<file path="config.mk">
export PLATFORM = sky130hd
export DESIGN_NAME = immediate_generate_unit
export DESIGN_NICKNAME = d
export VERILOG_FILES = /design/src/rtl/immediate_generate_unit_pkg.sv /design/src/rtl/immediate_generate_unit_decode.sv /design/src/rtl/immediate_generate_unit.sv
export SDC_FILE = /design/constraint.sdc
export NUM_CORES = 1
export LEC_CHECK = 0
export CORE_MARGIN = 2
export CORE_UTILIZATION = 43
export DETAILED_ROUTE_END_ITERATION = 10
export GPL_ROUTABILITY_DRIVEN = 0
export PLACE_DENSITY = 0.86
export SYNTH_ARGS = -nofsm -noshare
export SYNTH_HDL_FRONTEND = slang
export SYNTH_SLANG_ARGS = --single-unit
export TNS_END_PERCENT = 5
</file>
<file path="constraint.sdc">
create_clock -name CLK -period 1 [get_ports CLK]
set_input_delay 0.1 -clock CLK [delete_from_list [all_inputs] [get_ports CLK]]
set_output_delay 0.1 -clock CLK [all_outputs]
set_load 0.03 [all_outputs]
</file>
<file path="src/rtl/immediate_generate_unit_pkg.sv">
// immediate_generate_unit_pkg
// Purpose: IMM_SEL encodings that the control unit and the immediate generator share.
// Ports:   none (package).
// Config:  the IMMGEN_ILLEGAL_FLAG_EN macro does not affect this file.

package immediate_generate_unit_pkg;

   localparam logic [2:0] IMM_U          = 3'b000;
   localparam logic [2:0] IMM_J          = 3'b001;
   localparam logic [2:0] IMM_S          = 3'b010;
   localparam logic [2:0] IMM_B          = 3'b011;
   localparam logic [2:0] IMM_I_SIGNED   = 3'b100;
   localparam logic [2:0] IMM_I_SHIFT    = 3'b101;
   localparam logic [2:0] IMM_I_UNSIGNED = 3'b110;
   localparam logic [2:0] IMM_RSVD       = 3'b111;

   localparam int unsigned InWidth  = 25;
   localparam int unsigned ImmWidth = 32;

endpackage

</file>
<file path="src/rtl/immediate_generate_unit_decode.sv">
// immediate_decode_comb
// Purpose: combinational immediate mux. It turns instruction bits [31:7] and the
//          immediate-type select into the 32-bit extended immediate.
// Ports:
//   i_in      [24:0] instruction[31:7]; i_in[k] = instr[k+7]
//   i_imm_sel [2:0]  immediate type select
//   o_imm     [31:0] extended immediate (0 for reserved/unknown select)
// Config:  the IMMGEN_ILLEGAL_FLAG_EN macro does not affect this file.

module immediate_decode_comb
   import immediate_generate_unit_pkg::*;
(
   input  logic [InWidth-1:0]  i_in,
   input  logic [2:0]          i_imm_sel,
   output logic [ImmWidth-1:0] o_imm
);

   // instr[31] is the only sign source for every sign-extending type.
   logic w_sign;
   assign w_sign = i_in[24];

   // The indices below are instruction-bit positions minus 7.
   always_comb begin
      o_imm = '0;
      case (i_imm_sel)
         IMM_U:          o_imm = {i_in[24:5], 12'b0};
         IMM_J:          o_imm = {{12{w_sign}}, i_in[12:5], i_in[13], i_in[23:14], 1'b0};
         IMM_S:          o_imm = {{20{w_sign}}, i_in[24:18], i_in[4:0]};
         IMM_B:          o_imm = {{20{w_sign}}, i_in[0], i_in[23:18], i_in[4:1], 1'b0};
         IMM_I_SIGNED:   o_imm = {{20{w_sign}}, i_in[24:13]};
         IMM_I_SHIFT:    o_imm = {27'b0, i_in[17:13]};
         IMM_I_UNSIGNED: o_imm = {20'b0, i_in[24:13]};
         default:        o_imm = '0;
      endcase
   end

endmodule

</file>
<file path="src/rtl/immediate_generate_unit.sv">
// immediate_generate_unit
// Purpose: decode-stage immediate generator for the RV32IM core. It registers the
//          extended immediate for the execute stage.
// Ports:
//   CLK         in   system clock, rising edge
//   RESET       in   asynchronous active-low reset; clears OUT
//   EN          in   load enable; 0 holds OUT (pipeline stall)
//   IN   [24:0] in   instruction[31:7]
//   IMM_SEL [2:0] in immediate type select
//   OUT  [31:0] out  registered extended immediate
//   ILLEGAL_SEL out  registered flag for a reserved select (only with IMMGEN_ILLEGAL_FLAG_EN)
// Config:  define IMMGEN_ILLEGAL_FLAG_EN to add the ILLEGAL_SEL port and its register.

module immediate_generate_unit
   import immediate_generate_unit_pkg::*;
(
   input  logic                CLK,
   input  logic                RESET,
   input  logic                EN,
   input  logic [InWidth-1:0]  IN,
   input  logic [2:0]          IMM_SEL,
   output logic [ImmWidth-1:0] OUT
`ifdef IMMGEN_ILLEGAL_FLAG_EN
   ,
   output logic                ILLEGAL_SEL
`endif
);

   logic [ImmWidth-1:0] w_imm;
   logic [ImmWidth-1:0] r_out;

   immediate_decode_comb u_decode (
      .i_in      (IN),
      .i_imm_sel (IMM_SEL),
      .o_imm     (w_imm)
   );

   always_ff @(posedge CLK or negedge RESET) begin
      if (!RESET) begin
         r_out <= '0;
      end else if (EN) begin
         r_out <= w_imm;
      end
   end

   assign OUT = r_out;

`ifdef IMMGEN_ILLEGAL_FLAG_EN
   logic r_illegal;

   always_ff @(posedge CLK or negedge RESET) begin
      if (!RESET) begin
         r_illegal <= 1'b0;
      end else if (EN) begin
         r_illegal <= (IMM_SEL == IMM_RSVD);
      end
   end

   assign ILLEGAL_SEL = r_illegal;
`endif

endmodule

</file>
==> results of run 1 <==
[how the worst min path moves through the flow]
stage                from                   to  slack [ps]  depth (start not counted)
floorplan           RESET   OUT[0]$_DFFE_PN0P_        -200                          0
global placement    RESET   OUT[0]$_DFFE_PN0P_         480                          2
detailed placement  RESET  OUT[18]$_DFFE_PN0P_         490                          2
CTS                 RESET   OUT[0]$_DFFE_PN0P_         180                          2
global route        RESET  OUT[31]$_DFFE_PN0P_         190                          2
finish              RESET  OUT[31]$_DFFE_PN0P_         170                          2
[power breakdown]
group | leakage [uW] | switching, uW | internal, uW
clock network | 0.0000552 | 462 | 738
registers | 0.000412 | 74.3 | 1410
logic | 0.000673 | 573 | 466
total | 0.00114 | 1110 | 2620
[routing by layer]
metal  wire [um]  GRT usage, %  share of wire [%]
met2        2195         38.52                 51
met4          45         7.292                1.0
met5           0             0                  0
met1        1762         28.05                 41
met3         303         5.479                7.0
[through the flow]
stage | TNS [ps] | instance area (um2) | power [uW] | utilization, %
after floorplan | 0 | 1632 | 2028 | -
final | 0 | 2524 | 3727 | 68.93
after global placement | -16110 | 2310 | 2476 | 63.09
after detailed placement | -17110 | 2310 | 2494 | 63.09
after global routing | -79.89 | 2524 | 3911 | 68.93
after CTS | 0 | 2506 | 3745 | 68.46
[kinds of logic (layout without fill, tap and decap cells)]
kind of cell    after synthesis  after routing  share of synthesized area [%]
compound gates               65             65                          29.75
simple gates                 37             38                          15.26
mux                           1              1                         0.6135
buf+inv                      13             93                          5.291
flops                        32             32                          49.08
[repair_timing]
| action | in CTS | in global routing |
|---|---|---|
| pin swaps | 11 | 5 |
| setup endpoints to repair | 32 | 25 |
| gates resized for setup | 21 | 14 |
| buffers inserted | 1 | 0 |
| cloned | 3 | 0 |
[cell type report]
type,instances,area [um2],area share [%]
Clock inverter,2,35.03,1.388
Inverter,3,11.26,0.4462
Sequential cell,32,800.8,31.73
Timing Repair Buffer,82,716.9,28.41
Tap cell,48,60.06,2.380
Clock buffer,6,72.57,2.876
Multi-Input combinational cell,104,827.0,32.77
[Yosys cell counts]
cell type and instances:
nand3_4 1, a21boi_0 18, a21o_2 1, buf_6 3, nor2_2 1, mux2i_1 1, nand2b_1 19, buf_2 3
inv_1 2, a211oi_2 1, and2b_2 1, or3_4 1, inv_2 1, o2bb2ai_2 1, clkbuf_1 1, o32a_1 1
a21oi_1 9, a22o_1 6, buf_4 3, nor2_1 5, nor3b_2 1, dfrtp_1 32, nor3_4 1, nor2b_1 2
a22oi_1 18, o21ai_4 1, a31oi_1 2, o21ai_2 1, nand2_1 2, o21ai_0 5, nor4b_1 1, nand3_1 2
o2bb2ai_1 1
==> impl_results.md, run 1 <==
- Outcome: complete, no violations
- PD cells: approximately 1500 nW/um2
- Placeable Area: around 3700 um2
- CP bufs+invs: 1
- Root Buffer: clkbuf_8
- Die area: 4303 um2
- Post-CTS Hold Buffers: 0
- Cells after synthesis: about 150
- Initial DRC count: 106
- Clock Latency Late Sink: around 280 ps
- Global-route wire length before repair: 7376 um
- Crit path DAT: between 800 and 900 ps
- Mapped Nets: approximately 180
- Slew Limit Headroom: between 70% and 80%
- Commonest non-fill, non-tap cell in the layout: buf_4
- Max-slew violations: 0
- Register bit total from synthesis: 32
- Worst min path class: in -> async
- Area leader, netlist: dfrtp_1
- Final setup viols: 0
- Critical Setup Path Class: reg -> out
- CP Cell Sequence: buf_4
- Antenna-violating nets left: 0
- Crit Path Max Fanout: 2
- CP endpoint kind: output pin
- Fin crit period: 962.4 ps
- Final period util: 96.24%
- Worst reg2reg path startpoint: OUT[30]$_DFFE_PN0P_
- Maximum vdd drop: ~0.97 mV
- Ant. Diodes: 0
- Worst r2r dst: OUT[30]$_DFFE_PN0P_
- Via count: roughly 1500
- Max frequency: just over 1000 MHz
- MaxCap Viol Count: 0
- Post-layout nets: 259
- Pre-CTS setup slack: -605.4 ps
- Worst R2R Setup Slack: between 30 and 40 ps
- Worst EP required: around 900 ps
- Final std cells w/o fill: 277
- Worst hold margin: 171.7 ps
- Row Count: 22
- Number of I/O port buffers: 62
- Drt pass-1 iters: 4
- Worst Max-Slew Pin Slew: 364.1 ps
- Worst-case reg-to-reg path depth: 3
- DRC: 0
- Cell family with most CP delay: flip-flops
- Bufs on Longest Clock Path: 2
- Inserted Clock Buffers: 5
- Max Clock Skew: 0 ps
- Initial antenna violation count: 0
- Ratio of cells with drive above 1 in the final layout: between 30% and 40%
- Gr usage total: 22.58%
- Placed cell count: between 200 and 300
- Kind of start point of the critical path: flop
- H-tree levels: 2
- Fillers: 293
- Chip width: ~66 um
- CTS tree: built
- Slowest CP cell: dfrtp_1
- Largest register FFs: 32
- Hpwl dp: 2955 um
- Chip Height: roughly 66 um
- # IOs: 63
- Overflow after GRT: 0
- Critical path depth: 1
- CP startpoint: OUT[5]$_DFFE_PN0P_
- CP peak stage delay: 400 ps
- Clock transition at the registers of the reported paths: about 70 ps
- Initial core utilization: 44.57%
- Largest net degree at the start of global routing: 33
- CTS sink cnt: 32
- Area grow syn2layout: 54.68%
- Final Hold Vio Count: 0
- Synth top area cells: dfrtp_1, a21boi_0, a22oi_1
- Pleak: roughly 0.0011 uW
- YS warnings: 0
- Post-Synthesis Mean Instance Area: 11.02 um2
- WL per Instance: approximately 16 um
- Top cell type's share of synthesized area: roughly half
- Distinct cell type count after synthesis: 33
- WL final: between 4000 and 5000 um
- End point of the critical path: OUT[5]
- Vias in the first global route: around 1600
- Mapped cell area: roughly 1600 um2
- Most frequent cells in the layout: buf_4, dfrtp_1, clkdlybuf4s50_1
- Final WS setup: approximately 38 ps
- Vias per cell: about 5.2
- Seq/Total Area, Yosys: just under 50%
No activity file was read; power rests on OpenSTA's default activity.
==> inputs of run 2 (changes only) <==
Clock period 1 ns to 1.1 ns, I/O delays scaled along.
==> run 2 against run 1 <==
Register-to-register slack improved by 120 ps. Sequential share of layout area fell by 0.57 points. Clock skew is the same. Combinational power is 7% lower. Critical path depth is 6 higher. Largest power group unchanged. Via count increased by 5.2%.
==> impl_results.md, run 2 (synthesized netlist as in run 1, its figures left out) <==
- Final Hold Vio Count: 0
- Max frequency: roughly 950 MHz
- CP peak stage delay: between 200 and 300 ps
- Most frequent cells in the layout: buf_4, dfrtp_1, clkdlybuf4s50_1
- Gr usage total: a little under a quarter
- Cell mode on critical path: buf_6
- # IOs: 63
- Max Clock Skew: 0 ps
- Kind of start point of the critical path: input pin
- Worst min path class: in -> async
- Placeable Area: around 3700 um2
- Chip width: ~66 um
- Clock Latency Late Sink: between 200 and 300 ps
- PD cells: around 1400 nW/um2
- Crit path DAT: 1270 ps
- Post-CTS Hold Buffers: 0
- H-tree levels: 2
- Slew Limit Headroom: a little over two thirds
- Final period util: 96.12%
- Die area: ~4300 um2
- Maximum vdd drop: between 0.9 and 1 mV
- Vias in the first global route: around 1600
- Pleak: 0.001177 uW
- Ratio of cells with drive above 1 in the final layout: between 30% and 40%
- Vias per cell: about 5.5
- Final WS setup: ~43 ps
- Hpwl dp: between 2000 and 3000 um
- Antenna-violating nets left: 0
- Commonest non-fill, non-tap cell in the layout: buf_4
- CP endpoint kind: flop
- Fin area: roughly 2600 um2
- Final setup viols: 0
- Largest net degree at the start of global routing: 33
- Bufs on Longest Clock Path: 2
- Global-route wire length before repair: roughly 7600 um
- Clock transition at the registers of the reported paths: ~70 ps
- Number of I/O port buffers: slightly above 60
- DRC: 0
- CTS tree: built
- Area grow syn2layout: 57.52%
- Initial antenna violation count: 0
- Final Util: ~70%
- MaxCap Viol Count: 0
- Initial core utilization: around 45%
- Drt pass-1 iters: 4
- Post-layout nets: between 200 and 300
- Worst EP required: about 1300 ps
- Pre-CTS setup slack: -523.6 ps
- Fin crit period: between 1000 and 1500 ps
- Crit Path Max Fanout: 6
- Chip Height: roughly 66 um
- Slowest CP cell: o21ai_4
- Ant. Diodes: 0
- Outcome: complete, no violations
- Row Count: 22
- RSZ-0062 raised after global routing: false
- Worst-case reg-to-reg path depth: 3
- Overflow after GRT: 0
- WL per Instance: around 16 um
- Critical Setup Path Class: in -> reg
- Largest register FFs: 32
- Root Buffer: clkbuf_8
- Worst Max-Slew Pin Slew: 449.1 ps
- Total power: between 3000 and 4000 uW
- CTS sink cnt: 32
- Via count: 1527
- CP Cell Sequence: dlygate4sd2_1 > buf_6 > buf_6 > o21ai_4 > buf_4 > a31oi_4 > o2bb2ai_1
- Initial DRC count: ~100
- Placement Cell Area: between 2000 and 2500 um2
- WL final: around 4500 um
- Inserted Clock Buffers: 5
- Fillers: between 200 and 300
- Max-slew violations: 0
==> run 2: path summary, 6_finish.rpt <==
path / start / end / slack [ps]
max: IMM_SEL[1] / OUT[20]$_DFFE_PN0P_ / 40
min: RESET / OUT[18]$_DFFE_PN0P_ / 200
max reg2reg: OUT[21]$_DFFE_PN0P_ / OUT[21]$_DFFE_PN0P_ / 160
min reg2reg: OUT[20]$_DFFE_PN0P_ / OUT[20]$_DFFE_PN0P_ / 490
max in group asynchronous: RESET / OUT[27]$_DFFE_PN0P_ / 730
min in group CLK: IN[24] / OUT[31]$_DFFE_PN0P_ / 320
==> run 2: stage by stage <==
step                TNS, ps  hold slack [ps]  instances
global placement     -13220            488.0        265
floorplan                 0           -185.6        148
global route              0            214.1        280
CTS                  -6.077            203.7        279
finish                    0            196.1        280
detailed placement   -14680            476.3        265
==> run 2: layer usage <==
metal / track usage (%) / up-vias / part of all wire, %
li1: - / 714 / -
met1: 29.98 / 746 / 42
met2: 39.92 / 60 / 51
met3: 4.623 / 7 / 6.0
met4: 6.510 / 0 / 0.97
met5: 0 / - / 0
==> run 2: cell type report <==
class / count / area, um2 / share of cell area, %
multi-input combinational: 105 / 839.6 / 32.67
sequential: 32 / 800.8 / 31.16
timing repair buffer: 84 / 732.0 / 28.48
clock buffer: 7 / 96.34 / 3.749
tap: 48 / 60.06 / 2.337
clock inverter: 1 / 30.03 / 1.168
inverter: 3 / 11.26 / 0.4382
==> run 2: where the power goes <==
group | switching, uW | internal (uW)
Combinational | 531 | 431
Sequential | 65.2 | 1280
Clock | 426 | 799
Total | 1020 | 2510
==> run 2: worst max-delay path, delay by kind of cell <==
kind / cells / cell delay, ps
buf+inv: 4 / 670
compound gates: 3 / 480
==> run 2: what timing repair did <==
action	4_1_cts	5_1_grt
setup endpoints to repair	31	20
pin swaps	9	1
buffers inserted	3	1
resized for setup	27	6
cloned	3	0
